$ cat src/rtl/count_pkg.sv
// rtl/count_pkg.sv - shared state encoding, digit width and defaults for the count game controller
package count_pkg;

    localparam int BCD_W         = 4;
    localparam int DEF_CLK_HZ    = 1000;
    localparam int DEF_START_SEC = 30;
    localparam int DEF_ALARM_MAX = 2000;

    typedef enum logic [2:0] {
        S_IDLE  = 3'd0,
        S_RUN   = 3'd1,
        S_PAUSE = 3'd2,
        S_ALARM = 3'd3,
        S_DONE  = 3'd4
    } state_e;

    // Packs a 0..99 value into {tens, ones} BCD digits.
    function automatic logic [2*BCD_W-1:0] to_bcd(input int unsigned v);
        return {BCD_W'(v / 10), BCD_W'(v % 10)};
    endfunction

endpackage

$ cat src/rtl/sec_tick.sv
// rtl/sec_tick.sv - CLK_HZ prescaler producing a one-cycle tick per second
module sec_tick #(
    parameter int CLK_HZ = count_pkg::DEF_CLK_HZ
) (
    input  logic clk,
    input  logic rst_n,
    input  logic clr,
    input  logic en,
    output logic tick
);

    localparam int CNT_W = (CLK_HZ > 1) ? $clog2(CLK_HZ) : 1;
    localparam logic [CNT_W-1:0] TC = CNT_W'(CLK_HZ - 1);

    logic [CNT_W-1:0] cnt_q;
    logic [CNT_W-1:0] cnt_d;

    // Tick fires on the edge that wraps the counter; clear takes priority.
    assign tick = en & ~clr & (cnt_q == TC);

    // Next prescaler value: clear, hold, or count 0..CLK_HZ-1 and wrap.
    always_comb begin
        cnt_d = cnt_q;
        if (clr) begin
            cnt_d = '0;
        end else if (en) begin
            cnt_d = (cnt_q == TC) ? '0 : cnt_q + 1'b1;
        end
    end

    // Prescaler register.
    always_ff @(posedge clk or negedge rst_n) begin
        if (!rst_n) begin
            cnt_q <= '0;
        end else begin
            cnt_q <= cnt_d;
        end
    end

endmodule

$ cat src/rtl/count_ctrl.sv
// rtl/count_ctrl.sv - countdown game FSM with BCD seconds and alarm watchdog; COUNT_CTRL_PAUSE_EN enables pause
module count_ctrl
    import count_pkg::*;
#(
    parameter int CLK_HZ    = DEF_CLK_HZ,
    parameter int START_SEC = DEF_START_SEC,
    parameter int ALARM_MAX = DEF_ALARM_MAX
) (
    input  logic             clk,
    input  logic             st,
    input  logic             key_start,
    input  logic             key_pause,
    input  logic             beep_over,
    output logic             beep_st,
    output logic             running,
    output logic             done,
    output logic [BCD_W-1:0] sec_tens,
    output logic [BCD_W-1:0] sec_ones
);

    localparam int WD_W = (ALARM_MAX > 1) ? $clog2(ALARM_MAX) : 1;
    localparam logic [WD_W-1:0] WD_TC = WD_W'(ALARM_MAX - 1);
    localparam logic [2*BCD_W-1:0] START_BCD = to_bcd(START_SEC);

    state_e           state_q, state_d;
    logic [BCD_W-1:0] tens_q, tens_d;
    logic [BCD_W-1:0] ones_q, ones_d;
    logic [WD_W-1:0]  wd_q, wd_d;
    logic             beep_st_q, beep_st_d;
    logic             running_q, running_d;
    logic             done_q, done_d;
    logic             start_cur_q, start_prev_q;
    logic             start_edge;
    logic             pre_clr, pre_en, tick;

    assign start_edge = start_cur_q & ~start_prev_q;

`ifdef COUNT_CTRL_PAUSE_EN
    logic pause_cur_q, pause_prev_q;
    logic pause_edge;

    assign pause_edge = pause_cur_q & ~pause_prev_q;

    // Pause key history for rising-edge detection.
    always_ff @(posedge clk or negedge st) begin
        if (!st) begin
            pause_cur_q  <= 1'b0;
            pause_prev_q <= 1'b0;
        end else begin
            pause_cur_q  <= key_pause;
            pause_prev_q <= pause_cur_q;
        end
    end
`else
    logic pause_unused;
    assign pause_unused = key_pause;
`endif

    // Start key history for rising-edge detection.
    always_ff @(posedge clk or negedge st) begin
        if (!st) begin
            start_cur_q  <= 1'b0;
            start_prev_q <= 1'b0;
        end else begin
            start_cur_q  <= key_start;
            start_prev_q <= start_cur_q;
        end
    end

    sec_tick #(
        .CLK_HZ (CLK_HZ)
    ) u_sec_tick (
        .clk   (clk),
        .rst_n (st),
        .clr   (pre_clr),
        .en    (pre_en),
        .tick  (tick)
    );

    // Next-state, BCD countdown and watchdog; outputs follow the next state so they stay registered.
    always_comb begin
        state_d = state_q;
        tens_d  = tens_q;
        ones_d  = ones_q;
        wd_d    = '0;
        pre_clr = 1'b0;
        pre_en  = 1'b0;
        unique case (state_q)
            S_IDLE, S_DONE: begin
                if (start_edge) begin
                    tens_d  = START_BCD[2*BCD_W-1:BCD_W];
                    ones_d  = START_BCD[BCD_W-1:0];
                    pre_clr = 1'b1;
                    state_d = (START_SEC == 0) ? S_ALARM : S_RUN;
                end
            end
            S_RUN: begin
                pre_en = 1'b1;
`ifdef COUNT_CTRL_PAUSE_EN
                if (pause_edge) begin
                    state_d = S_PAUSE;
                end else
`endif
                if (tick) begin
                    if (tens_q == '0 && ones_q == BCD_W'(1)) begin
                        ones_d  = '0;
                        state_d = S_ALARM;
                    end else if (ones_q == '0) begin
                        ones_d = BCD_W'(9);
                        tens_d = tens_q - 1'b1;
                    end else begin
                        ones_d = ones_q - 1'b1;
                    end
                end
            end
`ifdef COUNT_CTRL_PAUSE_EN
            S_PAUSE: begin
                if (pause_edge) begin
                    state_d = S_RUN;
                end
            end
`endif
            S_ALARM: begin
                if (beep_over || wd_q == WD_TC) begin
                    state_d = S_DONE;
                end else begin
                    wd_d = wd_q + 1'b1;
                end
            end
            default: state_d = S_IDLE;
        endcase
        beep_st_d = (state_d == S_ALARM);
        running_d = (state_d == S_RUN);
        done_d    = (state_d == S_DONE);
    end

    // State, digits, watchdog and registered outputs.
    always_ff @(posedge clk or negedge st) begin
        if (!st) begin
            state_q   <= S_IDLE;
            tens_q    <= START_BCD[2*BCD_W-1:BCD_W];
            ones_q    <= START_BCD[BCD_W-1:0];
            wd_q      <= '0;
            beep_st_q <= 1'b0;
            running_q <= 1'b0;
            done_q    <= 1'b0;
        end else begin
            state_q   <= state_d;
            tens_q    <= tens_d;
            ones_q    <= ones_d;
            wd_q      <= wd_d;
            beep_st_q <= beep_st_d;
            running_q <= running_d;
            done_q    <= done_d;
        end
    end

    assign beep_st  = beep_st_q;
    assign running  = running_q;
    assign done     = done_q;
    assign sec_tens = tens_q;
    assign sec_ones = ones_q;

endmodule

$ cat config.mk
export PLATFORM = sky130hd
export DESIGN_NAME = count_ctrl
export DESIGN_NICKNAME = d
export VERILOG_FILES = /design/src/rtl/count_pkg.sv /design/src/rtl/sec_tick.sv /design/src/rtl/count_ctrl.sv
export SDC_FILE = /design/constraint.sdc
export NUM_CORES = 1
export LEC_CHECK = 0
export CAP_MARGIN = 25
export CORE_ASPECT_RATIO = 0.7
export CORE_MARGIN = 2
export CORE_UTILIZATION = 50
export CTS_CLUSTER_DIAMETER = 40
export CTS_CLUSTER_SIZE = 40
export DETAILED_ROUTE_END_ITERATION = 7
export GPL_ROUTABILITY_DRIVEN = 0
export HOLD_SLACK_MARGIN = 0.02
export PLACE_DENSITY_LB_ADDON = 0.15
export SLEW_MARGIN = 20
export SYNTH_ARGS = -nofsm -noshare
export SYNTH_HDL_FRONTEND = slang
export SYNTH_SLANG_ARGS = --single-unit
$ cat constraint.sdc
create_clock -name clk -period 2.2 [get_ports clk]
set_input_delay 0.44 -clock clk [delete_from_list [all_inputs] [get_ports clk]]
set_output_delay 0.44 -clock clk [all_outputs]
set_load 0.005 [all_outputs]
==> flow_metrics.tcl <==
set metrics [dict create \
    n_antenna_cell 0 \
    yosysTopAreaCellShare_pct 47.0 \
    ys_top_cells_by_count "35 x dfrtp_1, 27 x nor2_1, 16 x nand2_1" \
    first_pass_iters 4 \
    slew_headroom_pct 69.3 \
    overflow 0 \
    ctsResizeCount 0 \
    critPathArrivalTime_ns 2.34 \
    crit_family "simple AND/OR/NAND/NOR gates" \
    cts_root_buf "clkbuf_8" \
    startpoint_type "flop" \
    drt-met1-wl_mm 1.99 \
    clock_skew_ns 0.00433 \
    ys_top_cells_by_area "dfrtp_1 47%, xnor2_1 5.6%, nor2_1 5.4%" \
    cts_made_buffers 5 \
    crit_cells 6 \
    hold_depth 0 \
    postCtsSetupBuffers 0 \
    wl_met2_mm 1.89 \
    crit_top_cell "or4_1" \
    die_h_um 55.1 \
    drt_wl_total_mm 4.24 \
    netlist_area_mm2 0.00186 \
    utilization_pct 63.3 \
    setup_viol 0 \
    fin_nets 223 \
    setup_tns_ns 0 \
    antenna_found_initial 0 \
    ant_nets 0 \
    fin_crit_sh_pct 96.2 \
    cp_cell_sequence "inv_1 -> ha_1 -> or3b_4 -> or4_1 -> or4_1 -> a21oi_1" \
    path_clk_slew_ns 0.07 \
    power.total_w 0.00234 \
    core_mm2 0.00356 \
    final_max_slew_viol_count 0 \
    p_leak_nw 0.900 \
    synth_nets 199 \
    ys.warnings.count 0 \
    crit_slowest_cell "or4_1" \
    num_rows 18 \
    drt_iter0_markers 184 \
    syn_to_final_growth_pct 20.8 \
    h-tree-depth 2 \
    syn_area_per_cell_um2 9.86 \
    worstMarginPinSlew_ns 0.456 \
    drc 0 \
    drive_gt1_share_pct 10.7 \
    grt_max_degree 38 \
    path_buf_inv 1 \
    netlist_instances 189 \
    port_buffers 14 \
    powerDensity_mw_per_mm2 1040 \
    hpwl_mm 2.90 \
    async_flop_share_pct 100 \
    drv_cap 0 \
    outcome "finished clean" \
    max_freq_mhz 472 \
    post-synth-top-count-cell "dfrtp_1" \
    end_kind "flop" \
    rsz0062_at_grt "false" \
    clock_latency_ns 0.29 \
    ys_ff_latch 37 \
    crit_required_ns 2.42 \
    hp-class "reg2reg" \
    vias 1529 \
    place_ws_ns 0.0882 \
    topRoutingLayerUsed "met4" \
    die_w_um 77.0 \
    clockBufferDepth 2 \
    cts_sinks 37 \
    routedWlPerCell_um 16.1 \
    peakVddDrop_uv 693 \
    synth_ff_type "dfrtp_1" \
    viasPerCell 5.79 \
    fp.dieArea_mm2 0.00424 \
    initial_core_util_pct 52.4 \
    synth_top_area_cell "dfrtp_1" \
    finalHoldViolCount 0 \
    wl_met3_um 313 \
    grt_usage_pct 21.8 \
    io_pins 16 \
    critPathKind "reg2reg" \
    critPathMaxFanout 4 \
    postCtsHoldBufs 0 \
    max_stage_delay_ns 0.42 \
    ff2ff_path_depth 6 \
    setup_slack_ns 0.0830 \
    synth_edf_count 0 \
    ys_seq_area_share_pct 49.8 \
    ys_types 42 \
    grt_pass1_vias 1432 \
    grt_pass1_wl_mm 6.80 \
    tritoncts "built" \
    period_needed_ns 2.12 \
]
-- cell usage in the layout, fill, tap and decap left out, drive strengths merged, types with 2 or more instances in the layout --
| master | n |
|---|---|
| o22ai | 2 |
| and3 | 3 |
| nor4 | 3 |
| xnor2 | 12 |
| nand2 | 16 |
| nand4 | 4 |
| xor2 | 3 |
| clkdlybuf4s50 | 14 |
| and4 | 2 |
| nor3b | 2 |
| a21oi | 8 |
| o21ai | 5 |
| or3b | 2 |
| nor2 | 27 |
| nor4b | 2 |
| clkbuf | 5 |
| bufinv | 2 |
| ha | 5 |
| inv | 6 |
| or4 | 3 |
| nor3 | 5 |
| o31ai | 6 |
| a211oi | 4 |
| dfstp | 2 |
| nand3 | 10 |
| dfrtp | 35 |
| buf | 9 |
-- logic make-up after synthesis --
group	synth area share [%]
adders and majority gates	3.36
muxes	0.537
xor gates and xnor gates	7.05
DFF	49.8
and+or+nand+nor	23.8
AOI/OAI and AO/OA	13.0
buffers and inverters	2.48
-- path summary, 6_finish.rpt --
kind	startpoint	to	slack [ns]
setup / recovery	sec_ones[1]	sec_tens[3]	0.08
hold / removal	start_cur_q	start_prev_q	0.46
setup reg to reg	sec_ones[1]	sec_tens[3]	0.08
hold reg to reg	start_cur_q	start_prev_q	0.46
max in group asynchronous	st	sec_tens[1]	1.28
min in group asynchronous	st	wd_q[4]	0.57
-- per-layer routing --
| metal | vias up | global-route usage [%] |
|---|---|---|
| met5 | - | 0 |
| met4 | 0 | 10.7 |
| met3 | 5 | 7.31 |
| met2 | 49 | 33.8 |
| met1 | 744 | 28.3 |
| li1 | 731 | - |
-- power breakdown --
group / switching [W] / internal (W)
combinational: 0.000365 / 0.000354
sequential: 0.000128 / 0.000798
clock: 0.000249 / 0.000450
total: 0.000742 / 0.00160
-- registers in the layout, summed over array words and instances, names as in the netlist --
register and cells:
beep_st 1, done 1, running 1, sec_ones 4
sec_tens 4, start_cur_q 1, start_prev_q 1, state_q 3
u_sec_tick.cnt_q 10, wd_q 11
-- per-stage QoR --
stage | hold WS [ns] | cells | area (µm²)
after floorplan | 0.144 | 189 | 1860
after CTS | 0.454 | 264 | 2240
after global placement | 0.432 | 256 | 2110
after detailed placement | 0.417 | 256 | 2110
after global routing | 0.475 | 264 | 2250
final | 0.456 | 264 | 2250
-- layout make-up --
type | instances | area (µm²)
tap | 50 | 62.6
multi-input combinational | 140 | 897
timing repair buffer | 23 | 208
inverter | 6 | 22.5
clock inverter | 3 | 65.1
clock buffer | 5 | 68.8
fill | 294 | 1310
sequential | 37 | 928
Note: power is estimated with default switching activity, not from simulation.
